**src/rtl/tau_pkg.sv**
```systemverilog
// tau_pkg: shared types and defaults for the tau core sequencer.
// Holds the exec_driver state enum, the halt opcode and the default widths.
// EXEC_DRIVER_STEP_EN adds the STEP_WAIT state to the enum.
package tau_pkg;

  localparam int TAU_OPCODE_SIZE = 8;
  localparam int TAU_ADDR_WIDTH  = 8;
  localparam int TAU_CNT_WIDTH   = 16;

  localparam logic [7:0] HALT_OPCODE = 8'h01;

  typedef enum logic [2:0] {
    S_IDLE      = 3'd0,
    S_FETCH     = 3'd1,
    S_DECODE    = 3'd2,
    S_EXECUTE   = 3'd3,
    S_HALTED    = 3'd4
`ifdef EXEC_DRIVER_STEP_EN
    ,
    S_STEP_WAIT = 3'd5
`endif
  } exec_state_t;

endpackage

```
**src/rtl/exec_driver.sv**
```systemverilog
// exec_driver: fetch/decode/execute sequencer for the tau core; owns PC, IR and retired count.
// Latency: 3 cycles per instruction minimum (FETCH, DECODE, EXECUTE); halted rises 2 cycles after the halt fetch_ack.
// Backpressure: fetch_req held until fetch_ack, exec_valid held until exec_done; nothing is buffered.
//
// Ports:
//   clk, rst_n                 clock, async active-low reset
//   start / resume             pulses leaving IDLE / HALTED (and STEP_WAIT)
//   fetch_req/addr/ack/data    instruction memory handshake, fetch_addr == pc
//   ir, run_ok                 instruction register out, halt decoder verdict in (0 = halt)
//   exec_valid/exec_done       execute datapath handshake
//   branch_taken/target        next-PC override, sampled with exec_done
//   pc, halted, retired        program counter, halt status, completed instruction count
// Optional: EXEC_DRIVER_STEP_EN adds input step_mode and the STEP_WAIT single-step state.
module exec_driver
  import tau_pkg::*;
#(
  parameter int OPCODE_SIZE = TAU_OPCODE_SIZE,
  parameter int ADDR_WIDTH  = TAU_ADDR_WIDTH,
  parameter int CNT_WIDTH   = TAU_CNT_WIDTH
) (
  input  logic                   clk,
  input  logic                   rst_n,
  input  logic                   start,
  input  logic                   resume,
`ifdef EXEC_DRIVER_STEP_EN
  input  logic                   step_mode,
`endif
  output logic                   fetch_req,
  output logic [ADDR_WIDTH-1:0]  fetch_addr,
  input  logic                   fetch_ack,
  input  logic [OPCODE_SIZE-1:0] fetch_data,
  output logic [OPCODE_SIZE-1:0] ir,
  input  logic                   run_ok,
  output logic                   exec_valid,
  input  logic                   exec_done,
  input  logic                   branch_taken,
  input  logic [ADDR_WIDTH-1:0]  branch_target,
  output logic [ADDR_WIDTH-1:0]  pc,
  output logic                   halted,
  output logic [CNT_WIDTH-1:0]   retired
);

  exec_state_t state, state_nxt;

  // State register
  always_ff @(posedge clk or negedge rst_n) begin
    if (!rst_n) state <= S_IDLE;
    else        state <= state_nxt;
  end

  // Next-state logic
  always_comb begin
    state_nxt = state;
    case (state)
      S_IDLE:    if (start)     state_nxt = S_FETCH;
      S_FETCH:   if (fetch_ack) state_nxt = S_DECODE;
      // run_ok is the decoder's view of the IR loaded on the previous edge
      S_DECODE:  state_nxt = run_ok ? S_EXECUTE : S_HALTED;
      S_EXECUTE: begin
        if (exec_done) begin
`ifdef EXEC_DRIVER_STEP_EN
          state_nxt = step_mode ? S_STEP_WAIT : S_FETCH;
`else
          state_nxt = S_FETCH;
`endif
        end
      end
      S_HALTED:  if (resume) state_nxt = S_FETCH;
`ifdef EXEC_DRIVER_STEP_EN
      S_STEP_WAIT: if (resume) state_nxt = S_FETCH;
`endif
      default:   state_nxt = S_IDLE;
    endcase
  end

  // Moore outputs: decoded from state only, so reset drops them asynchronously
  always_comb begin
    fetch_req  = (state == S_FETCH);
    exec_valid = (state == S_EXECUTE);
`ifdef EXEC_DRIVER_STEP_EN
    halted     = (state == S_HALTED) || (state == S_STEP_WAIT);
`else
    halted     = (state == S_HALTED);
`endif
  end

  assign fetch_addr = pc;

  // PC / IR / retired counter. A halt leaves pc on the halt instruction;
  // resume from HALTED steps past it. Resume from STEP_WAIT does not touch pc,
  // which already advanced when the instruction completed.
  always_ff @(posedge clk or negedge rst_n) begin
    if (!rst_n) begin
      pc      <= '0;
      ir      <= '0;
      retired <= '0;
    end else begin
      if (state == S_FETCH && fetch_ack)
        ir <= fetch_data;
      if (state == S_EXECUTE && exec_done) begin
        pc      <= branch_taken ? branch_target : pc + ADDR_WIDTH'(1);
        retired <= retired + CNT_WIDTH'(1);
      end
      if (state == S_HALTED && resume)
        pc <= pc + ADDR_WIDTH'(1);
    end
  end

endmodule

```
**config.mk**
```make
export PLATFORM = sky130hd
export DESIGN_NAME = exec_driver
export DESIGN_NICKNAME = d
export VERILOG_FILES = /design/src/rtl/tau_pkg.sv /design/src/rtl/exec_driver.sv
export SDC_FILE = /design/constraint.sdc
export NUM_CORES = 1
export LEC_CHECK = 0
export ABC_AREA = 0
export BUFFER_PORTS_ARGS = -buffer_cell sky130_fd_sc_hd__buf_2
export CAP_MARGIN = 20
export CELL_PAD_IN_SITES_DETAIL_PLACEMENT = 0
export CELL_PAD_IN_SITES_GLOBAL_PLACEMENT = 1
export CORE_ASPECT_RATIO = 1.25
export CORE_MARGIN = 2
export CORE_UTILIZATION = 33
export DETAILED_ROUTE_END_ITERATION = 8
export PLACE_DENSITY = 0.83
export SLEW_MARGIN = 25
export SYNTH_ARGS = -nofsm -noshare
export SYNTH_HDL_FRONTEND = slang
export SYNTH_SLANG_ARGS = --single-unit
```
**constraint.sdc**
```tcl
create_clock -name clk -period 1.8 [get_ports clk]
set_input_delay 0.36 -clock clk [delete_from_list [all_inputs] [get_ports clk]]
set_output_delay 0.36 -clock clk [all_outputs]
set_load 0.05 [all_outputs]
```
==> flow_summary.ini <==
[layout]
antenna_cells = 0
drive_gt1_share_pct = 43.2
regArea_um2 = 882
area_delta_synth_final_pct = 26.9
n_fill_cell = 529
multi_input_area_um2 = 792
final_nets = 261

[logic_synthesis]
synth_top_area_share_pct = 48.6
synthFlopType = dfrtp_1
avgSynthCellArea_um2 = 10.7
synth_edf_count = 0
synth_largest_area_cell = dfrtp_1
netlist_area_um2 = 1800
synthAdderAreaFrac_pct = 1.39
ys_seq_area_share_pct = 48.6
yosysUniqueCellTypes = 42
netlist_instances = 168
synth_xor_area_share_pct = 7.29
syn_nets = 194
synth_top_family_by_area = simple AND/OR/NAND/NOR gates
synth_seq_cells = 35
ys_async_sr_fraction_pct = 100
synth.area.top_cells = dfrtp_1, mux2_2, xnor2_1, buf_4, mux2i_1
yosys_warnings = 0
synthSimpleGateAreaFrac_pct = 16.9
muxShareOfSynthArea_pct = 9.02
synth_compound_area_share_pct = 9.16

[detailed_routing]
drt_wl_total_um = 3970
antenna_left = 0
detail_route.vias_per_cell = 4.92
via_count = 1476
wl_per_cell_um = 13.2
drtPass1Iterations = 4
drc = 0
drt_iter0_markers = 45

[global_route]
overflow = 0
grt_pass1_wl_um = 6770
gr-usage-all-layers_pct = 14.2
grt_pass1_vias = 1440
antenna_found_initial = 0
grt_max_degree = 36

[sta]
finalSetupTns_ns = 0
hold_ws_ns = 0.0237
skew_ns = 0.00375
min_period_over_period_pct = 96.0
period_minus_slack_ns = 1.73
worstMarginPinSlew_ns = 0.389
slew_headroom_pct = 73.9
max_freq_mhz = 579
rsz0062_at_grt = no
setup_viol = 0
maxSlewViolCount = 0
final_hold_viol_count = 0

[place]
hpwl_um = 2960
gp_congestion = 0.792
io_buffers = 66

[setup_path]
critPathArrivalTime_ns = 1.37
rr_worst_depth = 4
worstPathRequired_ns = 1.44
critPathKind = reg -> out
critical_path_peak_fanout = 8
end_kind = primary output
r2r_end = fetch_addr[7]$_DFFE_PN0P_
cp-start-kind = register
reg2reg_from = fetch_addr[2]$_DFFE_PN0P_
cp-endpoint = exec_valid
r2r_slack_ns = 0.21
cp-startpoint = state[2]$_DFFE_PN0P_

[clock_network]
cts-resized-gates = 0
clk_latency_ns = 0.28
path_clk_slew_ns = 0.07
cts_setup_buffers = 0
clockBufferDepth = 2
cts_tree = built
hold_buffers = 0
htreeDepth = 2
clock-root-buffer = clkbuf_8
cts_made_buffers = 5
cts_sinks = 35

[pwr]
p_leak_nw = 1.12
peakVddDrop_v = 0.00108
power_density_nw_per_um2 = 1910

[floorplan]
row_count = 30
start_util_pct = 33.6
die_x_um = 70.1
io_pins = 67
die_h_um = 86.6
dieArea_um2 = 6070
core-area_um2 = 5370

[worst_hold_path]
hp-class = in -> async

[flow_run]
max_cap_viol_count = 0

[status]
status = finished clean
==> cell families (layout without fill, tap and decap cells) <==
family / Yosys count / after routing
AO/OA/AOI/OAI: 25 / 25
adder cells (fa/ha/maj): 2 / 2
flip-flops: 35 / 35
buffers and inverters: 20 / 88
AND/OR/NAND/NOR: 56 / 56
multiplexers: 15 / 15
XOR/XNOR: 15 / 15
==> metal layers <==
| metal | up-vias | global-route usage, % | share of wire (%) |
|---|---|---|---|
| li1 | 722 | - | - |
| met1 | 715 | 16.3 | 43 |
| met2 | 37 | 25.6 | 53 |
| met3 | 2 | 3.84 | 4.2 |
| met4 | 0 | 4.72 | 0.35 |
| met5 | - | 0 | 0 |
==> synth_stat cells, types with 2 or more instances <==
master,n
o21ai_0,3
nand4_1,6
buf_6,4
o22ai_1,3
mux2_2,10
and3_1,2
buf_4,8
a22oi_1,2
xnor2_1,10
buf_2,2
inv_1,5
nor2_1,13
ha_1,2
nand2_1,11
xor2_1,5
nor3_1,3
mux2i_1,5
nand3_1,7
and4_1,3
nand2b_1,2
dfrtp_1,35
o21a_1,2
a21oi_1,6
==> final cells by class <==
type	count	area share (%)
Sequential cell	35	38.5
Inverter	5	0.820
Tap cell	64	3.50
Clock buffer	8	4.37
Multi-Input combinational cell	113	34.6
Timing Repair Buffer	75	18.2
==> report_power, final <==
group	switching, mW	internal [mW]	total [mW]
combinational	1.78	0.677	2.45
clock	0.275	0.349	0.624
sequential	0.245	1.06	1.30
total	2.30	2.08	4.38
==> worst min-delay path by stage <==
stage                     startpoint                         to  slack, ns
after floorplan                rst_n  fetch_addr[0]$_DFFE_PN0P_       0.06
after global placement         rst_n  fetch_addr[6]$_DFFE_PN0P_       0.34
after detailed placement       rst_n  fetch_addr[6]$_DFFE_PN0P_       0.34
after CTS                      rst_n  fetch_addr[7]$_DFFE_PN0P_       0.02
after global routing           rst_n  fetch_addr[4]$_DFFE_PN0P_       0.02
final                          rst_n  fetch_addr[7]$_DFFE_PN0P_       0.02
==> flip-flops by register name, summed over array words and instances, names as in the netlist <==
name        cells
state           3
fetch_addr      8
retired        16
ir              8
==> placed cells by master, fill, tap and decap left out, types with 6 or more instances in the layout <==
| cell | Yosys | routed |
|---|---|---|
| clkbuf_8 | 0 | 7 |
| dfrtp_1 | 35 | 30 |
| nand4_1 | 6 | 6 |
| buf_2 | 2 | 64 |
| xnor2_1 | 10 | 10 |
| buf_4 | 8 | 8 |
| mux2_2 | 10 | 10 |
| a21oi_1 | 6 | 6 |
| nand2_1 | 11 | 11 |
| nand3_1 | 7 | 7 |
| nor2_1 | 13 | 12 |
==> worst max-delay path, stage by stage, from the launching register on <==
cell     delay, ns
dfrtp_1       0.45
and3b_1       0.34
buf_2         0.30
==> metrics by stage <==
stage | setup slack, ns | total power [mW] | utilization (%) | cells | cell area, um^2
2_1_floorplan | 0.0809 | 3.32 | - | 168 | 1810
3_3_place_gp | 0.247 | 3.75 | 40.7 | 292 | 2180
3_5_place_dp | 0.203 | 3.77 | 40.7 | 292 | 2180
4_1_cts | 0.0755 | 4.42 | 42.5 | 300 | 2280
5_1_grt | 0.000838 | 4.66 | 42.6 | 300 | 2290
6_report | 0.0723 | 4.38 | 42.6 | 300 | 2290
No activity file was read; power rests on OpenSTA's default activity.
